`config.mk`:
```
export PLATFORM = sky130hd
export DESIGN_NAME = sm_trace_capture
export DESIGN_NICKNAME = d
export VERILOG_FILES = /design/src/rtl/sm_trace_pkg.sv /design/src/rtl/sm_trace_fifo.sv /design/src/rtl/sm_trace_capture.sv
export SDC_FILE = /design/constraint.sdc
export NUM_CORES = 2
export LEC_CHECK = 0
export ABC_CLOCK_PERIOD_IN_PS = 32299
export CAP_MARGIN = 20
export CORE_AREA = 2 2 539 541
export DETAILED_ROUTE_END_ITERATION = 10
export DIE_AREA = 0 0 541 543
export DONT_BUFFER_PORTS = 1
export SKIP_LAST_GASP = 1
export SYNTH_ARGS = -nofsm -noshare
export SYNTH_HDL_FRONTEND = slang
export SYNTH_SLANG_ARGS = --single-unit
export TNS_END_PERCENT = 50
```
`constraint.sdc`:
```
create_clock -name clk -period 32.3 [get_ports clk]
set_input_delay 0 -clock clk [delete_from_list [all_inputs] [get_ports clk]]
set_output_delay 0 -clock clk [all_outputs]
set_load 0.01 [all_outputs]
```
`src/rtl/sm_trace_pkg.sv`:
```
// Shared record layout and constants for the schoolMIPS retirement trace capture.
package sm_trace_pkg;
  localparam int TRACE_CNT_W = 32;

  typedef struct packed {
    logic [TRACE_CNT_W-1:0] cycle;
    logic [31:0]            pc;
    logic [31:0]            instr;
    logic                   we;
    logic [4:0]             wa;
    logic [31:0]            wd;
  } trace_rec_t;

  localparam int          TRACE_REC_W = $bits(trace_rec_t);
  localparam logic [15:0] DROP_SAT    = 16'hFFFF;
endpackage

```
`src/rtl/sm_trace_fifo.sv`:
```
// First-word-fall-through FIFO of trace records; head is visible on dout with no read latency.
module sm_trace_fifo
  import sm_trace_pkg::*;
#(
  parameter int DEPTH = 16
) (
  input  logic                     clk,
  input  logic                     rst,
  input  logic                     push,
  input  logic                     pop,
  input  trace_rec_t               din,
  output trace_rec_t               dout,
  output logic                     full,
  output logic                     empty,
  output logic [$clog2(DEPTH):0]   level
);
  localparam int AW = $clog2(DEPTH);

  trace_rec_t      mem [DEPTH];
  logic [AW-1:0]   wrPtr, rdPtr;
  logic            pushOk, popOk;

  assign empty  = (level == '0);
  assign full   = (level == (AW+1)'(DEPTH));
  assign popOk  = pop & ~empty;
  // A full FIFO still takes a push when the head leaves on the same edge.
  assign pushOk = push & (~full | popOk);
  assign dout   = mem[rdPtr];

  always_ff @(posedge clk) begin
    if (pushOk) mem[wrPtr] <= din;
  end

  always_ff @(posedge clk or posedge rst) begin
    if (rst) begin
      wrPtr <= '0;
      rdPtr <= '0;
      level <= '0;
    end else begin
      if (pushOk) wrPtr <= wrPtr + 1'b1;
      if (popOk)  rdPtr <= rdPtr + 1'b1;
      case ({pushOk, popOk})
        2'b10:   level <= level + 1'b1;
        2'b01:   level <= level - 1'b1;
        default: level <= level;
      endcase
    end
  end
endmodule

```
`src/rtl/sm_trace_capture.sv`:
```
// Samples core pc/instr/regfile write each clk, stamps a cycle number and queues it for the logger.
module sm_trace_capture
  import sm_trace_pkg::*;
#(
  parameter int DEPTH       = 16,
  parameter int STOP_CYCLES = 200,
  parameter int CNT_W       = 32
) (
  input  logic                     clk,
  input  logic                     rst,
  input  logic                     en,
  input  logic [31:0]              pc_i,
  input  logic [31:0]              instr_i,
  input  logic                     rf_we_i,
  input  logic [4:0]               rf_wa_i,
  input  logic [31:0]              rf_wd_i,
  output logic                     rec_valid,
  input  logic                     rec_ready,
  output logic [CNT_W-1:0]         rec_cycle,
  output logic [31:0]              rec_pc,
  output logic [31:0]              rec_instr,
  output logic                     rec_we,
  output logic [4:0]               rec_wa,
  output logic [31:0]              rec_wd,
  output logic [$clog2(DEPTH):0]   level,
  output logic [15:0]              dropped,
  output logic                     stop_o
);
  logic [CNT_W-1:0] cycCnt;
  logic [31:0]      capCnt;
  logic             cap, pop, fifoFull, fifoEmpty, stopHit;
  trace_rec_t       newRec, head;

  assign cap     = en & ~stop_o;
  assign pop     = rec_valid & rec_ready;
  assign stopHit = (STOP_CYCLES != 0) && (capCnt + 32'd1 == 32'(STOP_CYCLES));

  always_comb begin
    newRec       = '0;
    newRec.cycle = TRACE_CNT_W'(cycCnt);
    newRec.pc    = pc_i;
    newRec.instr = instr_i;
    newRec.we    = rf_we_i;
    newRec.wa    = rf_wa_i & {5{rf_we_i}};
    newRec.wd    = rf_wd_i & {32{rf_we_i}};
  end

  sm_trace_fifo #(.DEPTH(DEPTH)) uFifo (
    .clk   (clk),
    .rst   (rst),
    .push  (cap),
    .pop   (pop),
    .din   (newRec),
    .dout  (head),
    .full  (fifoFull),
    .empty (fifoEmpty),
    .level (level)
  );

  // Memory is not reset, so outputs are zeroed whenever there is no head.
  assign rec_valid = ~fifoEmpty;
  assign rec_cycle = rec_valid ? head.cycle[CNT_W-1:0] : '0;
  assign rec_pc    = rec_valid ? head.pc    : '0;
  assign rec_instr = rec_valid ? head.instr : '0;
  assign rec_we    = rec_valid & head.we;
  assign rec_wa    = rec_valid ? head.wa    : '0;
  assign rec_wd    = rec_valid ? head.wd    : '0;

  always_ff @(posedge clk or posedge rst) begin
    if (rst) begin
      cycCnt  <= '0;
      capCnt  <= '0;
      dropped <= '0;
      stop_o  <= 1'b0;
    end else begin
      if (cap) begin
        cycCnt <= cycCnt + 1'b1;
        capCnt <= capCnt + 32'd1;
        if (stopHit) stop_o <= 1'b1;
        if (fifoFull && !pop && dropped != DROP_SAT) dropped <= dropped + 16'd1;
      end
    end
  end
endmodule

```
# Word level (Yosys, flattened, before mapping)

Memory sizes are Yosys's and may differ from the RTL's.
Index checks and enable logic that the tools add are counted.

Flip-flop bits (word level): 94
Logic and storage cells: 46
Output and inout bits: 157
Memory bits (writable): 2,144
Memories: 1
Bits of input ports: 106

Memories:

| memory    | depth | bits a word | read ports | clocked after Yosys merged registers in | write ports | RTL line            | text |
|---|---|---|---|---|---|---|---|
| uFifo.mem | 16    | 134         | 1          | 0                                       | 1           | sm_trace_fifo.sv:19 | `trace_rec_t mem [DEPTH];` |

Eq/ne operators: 5
Multiplexer cells: 8
Reductions and logical operators: 7
Add/subtract/negate cells: 7
Bitwise gates (word level): 11

Operators by type and width:

| operator              | count |
|---|---|
| $mux 32               | 4 |
| $add 32x1->32 const B | 2 |
| $and 32x32->32        | 1 |
| $eq 32x8->1 const B   | 1 |
| $add 16x1->16 const B | 1 |
| $ne 16x16->1 const B  | 1 |
| $pmux 5 s2            | 1 |
| $add 4x1->4 const B   | 2 |
| $add 5x1->5 const B   | 1 |
| $and 1x1->1           | 5 |
| $and 5x5->5           | 1 |
| $eq 5x5->1 const B    | 1 |
| $logic_not 5->1       | 1 |
| $mux 5                | 1 |
| $sub 5x1->5 const B   | 1 |
| $reduce_and 2->1      | 2 |
| $not 1->1             | 3 |
| $eq 2x1->1 const B    | 1 |
| $eq 2x2->1 const B    | 1 |
| $logic_and 1x1->1     | 2 |
| $mux 1                | 2 |
| $reduce_bool 2->1     | 1 |
| $logic_not 1->1       | 1 |
| $or 1x1->1            | 1 |

# Depth between registers and ports, before layout

Depth after elaboration: 8
Gate-level depth with buffers: 9
Gate-level depth less buffers: 9

# Cells and area by module

From an unflattened synthesis, not the netlist that was laid out.

Cell total of the unflattened synthesis: 3,966
Area, all modules: 86,033.8 um^2

Modules (own cells, without submodules):

| module           | sequential area each (um^2) | cells each | area an instance (um^2) | times used |
|---|---|---|---|---|
| sm_trace_fifo    | 64,707.1                    | 3,377      | 80,781.2                | 1 |
| sm_trace_capture | 2,026.9                     | 589        | 5,252.5                 | 1 |

# Worst setup path after synthesis

No wires, ideal clock.

Path kind: register to register
Start point: register stop_o
End point: memory uFifo.mem[4][0] (netlist bit), enable pin
Setup time: 0.791 ns
Stages on the path, launching flop included: 6
Period minus slack after synthesis: 11.103 ns
Path slack: 21.197 ns
Buffers on the path: 0
Data arrival time: 10.313 ns
Data required time: 31.509 ns
Path through: dfrtp_1 > inv_1 > nand2_1 > a31oi_1 > nand2_1 > nor3_1

Cells in the longest elaborated chain, start to end: 5

RTL lines:

| item                         | RTL line               | text |
|---|---|---|
| from (decl)                  | sm_trace_capture.sv:27 | `output logic stop_o` |
| from (signal assigned)       | sm_trace_capture.sv:74 | `stop_o <= 1'b0;` |
| from (signal assigned)       | sm_trace_capture.sv:79 | `if (stopHit) stop_o <= 1'b1;` |
| $not 1->1                    | sm_trace_capture.sv:34 | `assign cap = en & ~stop_o;` |
| $and 1x1->1                  | sm_trace_capture.sv:34 |  |
| $and 1x1->1                  | sm_trace_fifo.sv:27    | `assign pushOk = push & (~full \| popOk);` |
| $mux 1                       | sm_trace_fifo.sv:31    | `if (pushOk) mem[wrPtr] <= din;` |
| $mux 1 (implied by the code) | sm_trace_fifo.sv:31    |  |
| to (decl)                    | sm_trace_fifo.sv:19    |  |

No other way between the ends.

# Final worst setup path

Start point: register uFifo.rdPtr[0]
End point: output rec_pc[3]

Cells in the longest elaborated chain, start to end: 2

RTL lines:

| item                   | RTL line               | text |
|---|---|---|
| from (decl)            | sm_trace_fifo.sv:20    | `logic [AW-1:0] wrPtr, rdPtr;` |
| from (signal assigned) | sm_trace_fifo.sv:41    | `if (popOk) rdPtr <= rdPtr + 1'b1;` |
| $mem_v2 16x134         | --                     |  |
| $mux 32                | sm_trace_capture.sv:63 | `assign rec_pc = rec_valid ? head.pc : '0;` |
| to (decl)              | sm_trace_capture.sv:20 | `output logic [31:0] rec_pc,` |

No other way between the ends.

==> run_results.csv <==
group,metric,value,unit
sta,max_clock_freq,151,MHz
yosys,synth_edf_count,2144,
power,leakage,30.7,nW
sta,rsz0062_at_grt,"no",
yosys,ys_seq_area_share,77.5,%
power,vdd_drop_max,46.0,uV
floorplanning,die_h,543,um
placed_design,dpl.hpwl,105000,um
run_status,status,"finished, final reports clean",
floorplanning,initial_core_util,30.0,%
clock_tree,cts_made_buffers,236,
placed_design,placed_cells,7307,
critical_path,ff2ff_path_depth,8,
placed_design,numPortBuffers,0,
sta,slew_headroom,19.1,%
power,cellPowerDensity,59.2,mW/mm2
critical_path,crit_arrival,6.62,ns
critical_path,crit_fanout,108,
final_layout,nets,4007,
clock_tree,insertion_delay,0.87,ns
sta,setup_tns,0,ns
final_layout,drive_above_1_share,28.1,%
sta,skew,0.0419,ns
final_layout,final_area,0.100,mm2
clock_tree,htree_levels,4,
sta,fin_crit,6.62,ns
drt,ant_nets,0,
clock_tree,clock_tree.root_cell,"clkbuf_16",
yosys,async_reset_ff_share,4.20,%
critical_path,cp_data_required_time,32.30,ns
final_layout,final_cell_mix,"edfxtp_1, mux4_2, clkbuf_16",
yosys,ys_ff_latch,2238,
yosys,ys.flop_type,"edfxtp_1",
clock_tree,cts_num_sinks,2238,
final_layout,layout_commonest_cell,"edfxtp_1",
worst_hold_path,holdPathStages,1,
drt,vias,38714,
worst_hold_path,min_path_type,"in -> reg",
global_route,grt-ovfl-total,0,
sta,finalCritPeriodShare,20.5,%
yosys,syn_nets,3748,
sta,slew_violations,0,
critical_path,cp-start-kind,"flip-flop",
floorplanning,core_area,0.287,mm2
final_layout,final_util,34.8,%
sta,worst_slew_pin_slew,1.21,ns
clock_tree,cts_tree,"yes",
floorplanning,die_area,0.294,mm2
drt,drt_pass1_iterations,7,
floorplanning,pin_count,263,
global_route,grt_pass1_vias,40734,
global_route,grt_max_degree,150,
global_route,grt_first_pass_wirelength,297000,um
final_layout,stdcell_count,7882,
yosys,ys_types,55,
floorplanning,core.rowCount,197,
flow_run,cap_violations,0,
yosys,netlist_area,0.0861,mm2
global_route,grt_usage,13.9,%
sta,worst_slack,25.68,ns
yosys,avgSynthCellArea,23.7,um2
clock_tree,clkTransAtPathRegs,0.06,ns
drt,wl_per_cell,26.4,um
placed_design,place.gp.congestion,0.717,
yosys,syn-instance-count,3630,
drt,drt_iter0_drc,3951,
critical_path,critPathKind,"reg -> out",
clock_tree,cts_buffer_depth,4,
placed_design,place_ws,26.31,ns
drt,routed_via_density,4.91,
sta,hold_viol,0,
final_layout,area_growth,16.2,%
global_route,antenna_found_initial,40,
placed_design,placed_area,0.0909,mm2
yosys,yosysWarnings,0,
drt,wirelength,208000,um
floorplanning,die_x,541,um
drt,post-route-drc-count,0,
clock_tree,cts_resized,0,
sta,setup_viol,0,
critical_path,cp-end-kind,"output pin",
-- cells by family after synthesis --
family	Yosys count	share of synthesized area [%]
multiplexers	676	17.6
adder cells (fa/ha/maj)	12	0.183
flip-flops	2238	77.5
XOR/XNOR	97	0.987
buffers and inverters	193	0.905
AND/OR/NAND/NOR	386	2.56
AO/OA/AOI/OAI	28	0.257
-- sequential cells by signal, summed over array words and instances, names as in the netlist --
name,count
uFifo.rdPtr,4
uFifo.mem,2144
stop_o,1
capCnt,32
dropped,16
uFifo.level,5
uFifo.wrPtr,4
cycCnt,32
-- synthesized netlist by cell type (2+ instances only) --
library cell  count  area, um2
edfxtp_1       2144      64400
mux4_2          670      15100
and2_1          184       1150
clkbuf_1        120        450
dfrtp_1          94       2350
xnor2_1          61        534
nand2_1          53        199
buf_2            39        195
nor2_1           39        146
xor2_1           36        315
nand3_1          27        135
nand4_1          27        169
buf_1            20       75.1
nor3_1           13       65.1
ha_1             11        138
inv_1            11       41.3
and3_1            8       50.1
and4_1            7       61.3
or3_1             6       37.5
a31oi_1           4       25.0
mux2_2            4       45.0
nor4_1            4       25.0
or2_2             4       25.0
a21o_1            3       22.5
a21oi_1           2       10.0
a31o_2            2       17.5
clkbuf_2          2       10.0
mux2i_1           2       20.0
nand2b_1          2       12.5
nand4_4           2       42.5
nor2b_1           2       12.5
nor4_2            2       25.0
o2111ai_1         2       17.5
o21ai_0           2       10.0
-- critical path, stage by stage, from the launching register on --
cell     delay [ns]
dfrtp_4        1.03
buf_4          0.88
buf_4          0.65
buf_4          0.74
buf_12         0.57
mux4_2         0.61
mux4_2         0.58
and2_1         0.24
-- report_power, final --
group	total (mW)	internal [mW]	switching, mW
combinational	0.0456	0.0119	0.0337
sequential	3.17	3.17	0.000419
clock	2.71	1.56	1.15
total	5.93	4.74	1.18
-- metal layers --
metal / GRT usage (%) / share of wire, % / vias to the layer above
li1: - / - / 15952
met1: 19.2 / 43 / 21174
met2: 22.2 / 47 / 1223
met3: 2.88 / 6.7 / 337
met4: 4.16 / 2.6 / 28
met5: 0 / 0.085 / -
-- worst paths after layout --
| kind | start | to | slack, ns |
|---|---|---|---|
| max | uFifo.rdPtr[0]$_DFFE_PP0P_ | rec_pc[3] | 25.68 |
| min | pc_i[4] | uFifo.mem[7][74]$_DFFE_PP_ | 0.08 |
| max reg2reg | stop_o$_DFFE_PP0P_ | uFifo.mem[2][90]$_DFFE_PP_ | 27.70 |
| max in group asynchronous | rst | cycCnt[22]$_DFFE_PP0P_ | 31.33 |
| min in group asynchronous | rst | dropped[4]$_DFFE_PP0P_ | 0.24 |
| min reg2reg | capCnt[31]$_DFFE_PP0P_ | capCnt[31]$_DFFE_PP0P_ | 0.50 |
-- final cells by class --
class                   count  area [um2]
fillers                 26370      187000
clock inverters           159        1720
flip-flops and latches   2238       66700
well taps                3781        4730
clock buffers             276        6090
inverters                  11        43.8
repair buffers            203        2010
diodes                     15        37.5
multi-input cells        1199       18700
-- timing repair --
| item | 4_1_cts | 5_1_grt |
|---|---|---|
| endpoints found under the hold margin | 1830 | 0 |
| buffers inserted | 0 | 0 |
| hold buffers | 123 | 0 |
-- metrics by stage --
| stage | total power, mW | hold slack (ns) |
|---|---|---|
| 6_report | 5.93 | 0.0828 |
| 5_1_grt | 6.11 | 0.0635 |
| 4_1_cts | 5.99 | 0.00123 |
| 3_5_place_dp | 3.24 | 0.00923 |
| 3_3_place_gp | 3.24 | 0.00534 |
| 2_1_floorplan | 3.24 | 0.0989 |
No activity file was read; power rests on OpenSTA's default activity.
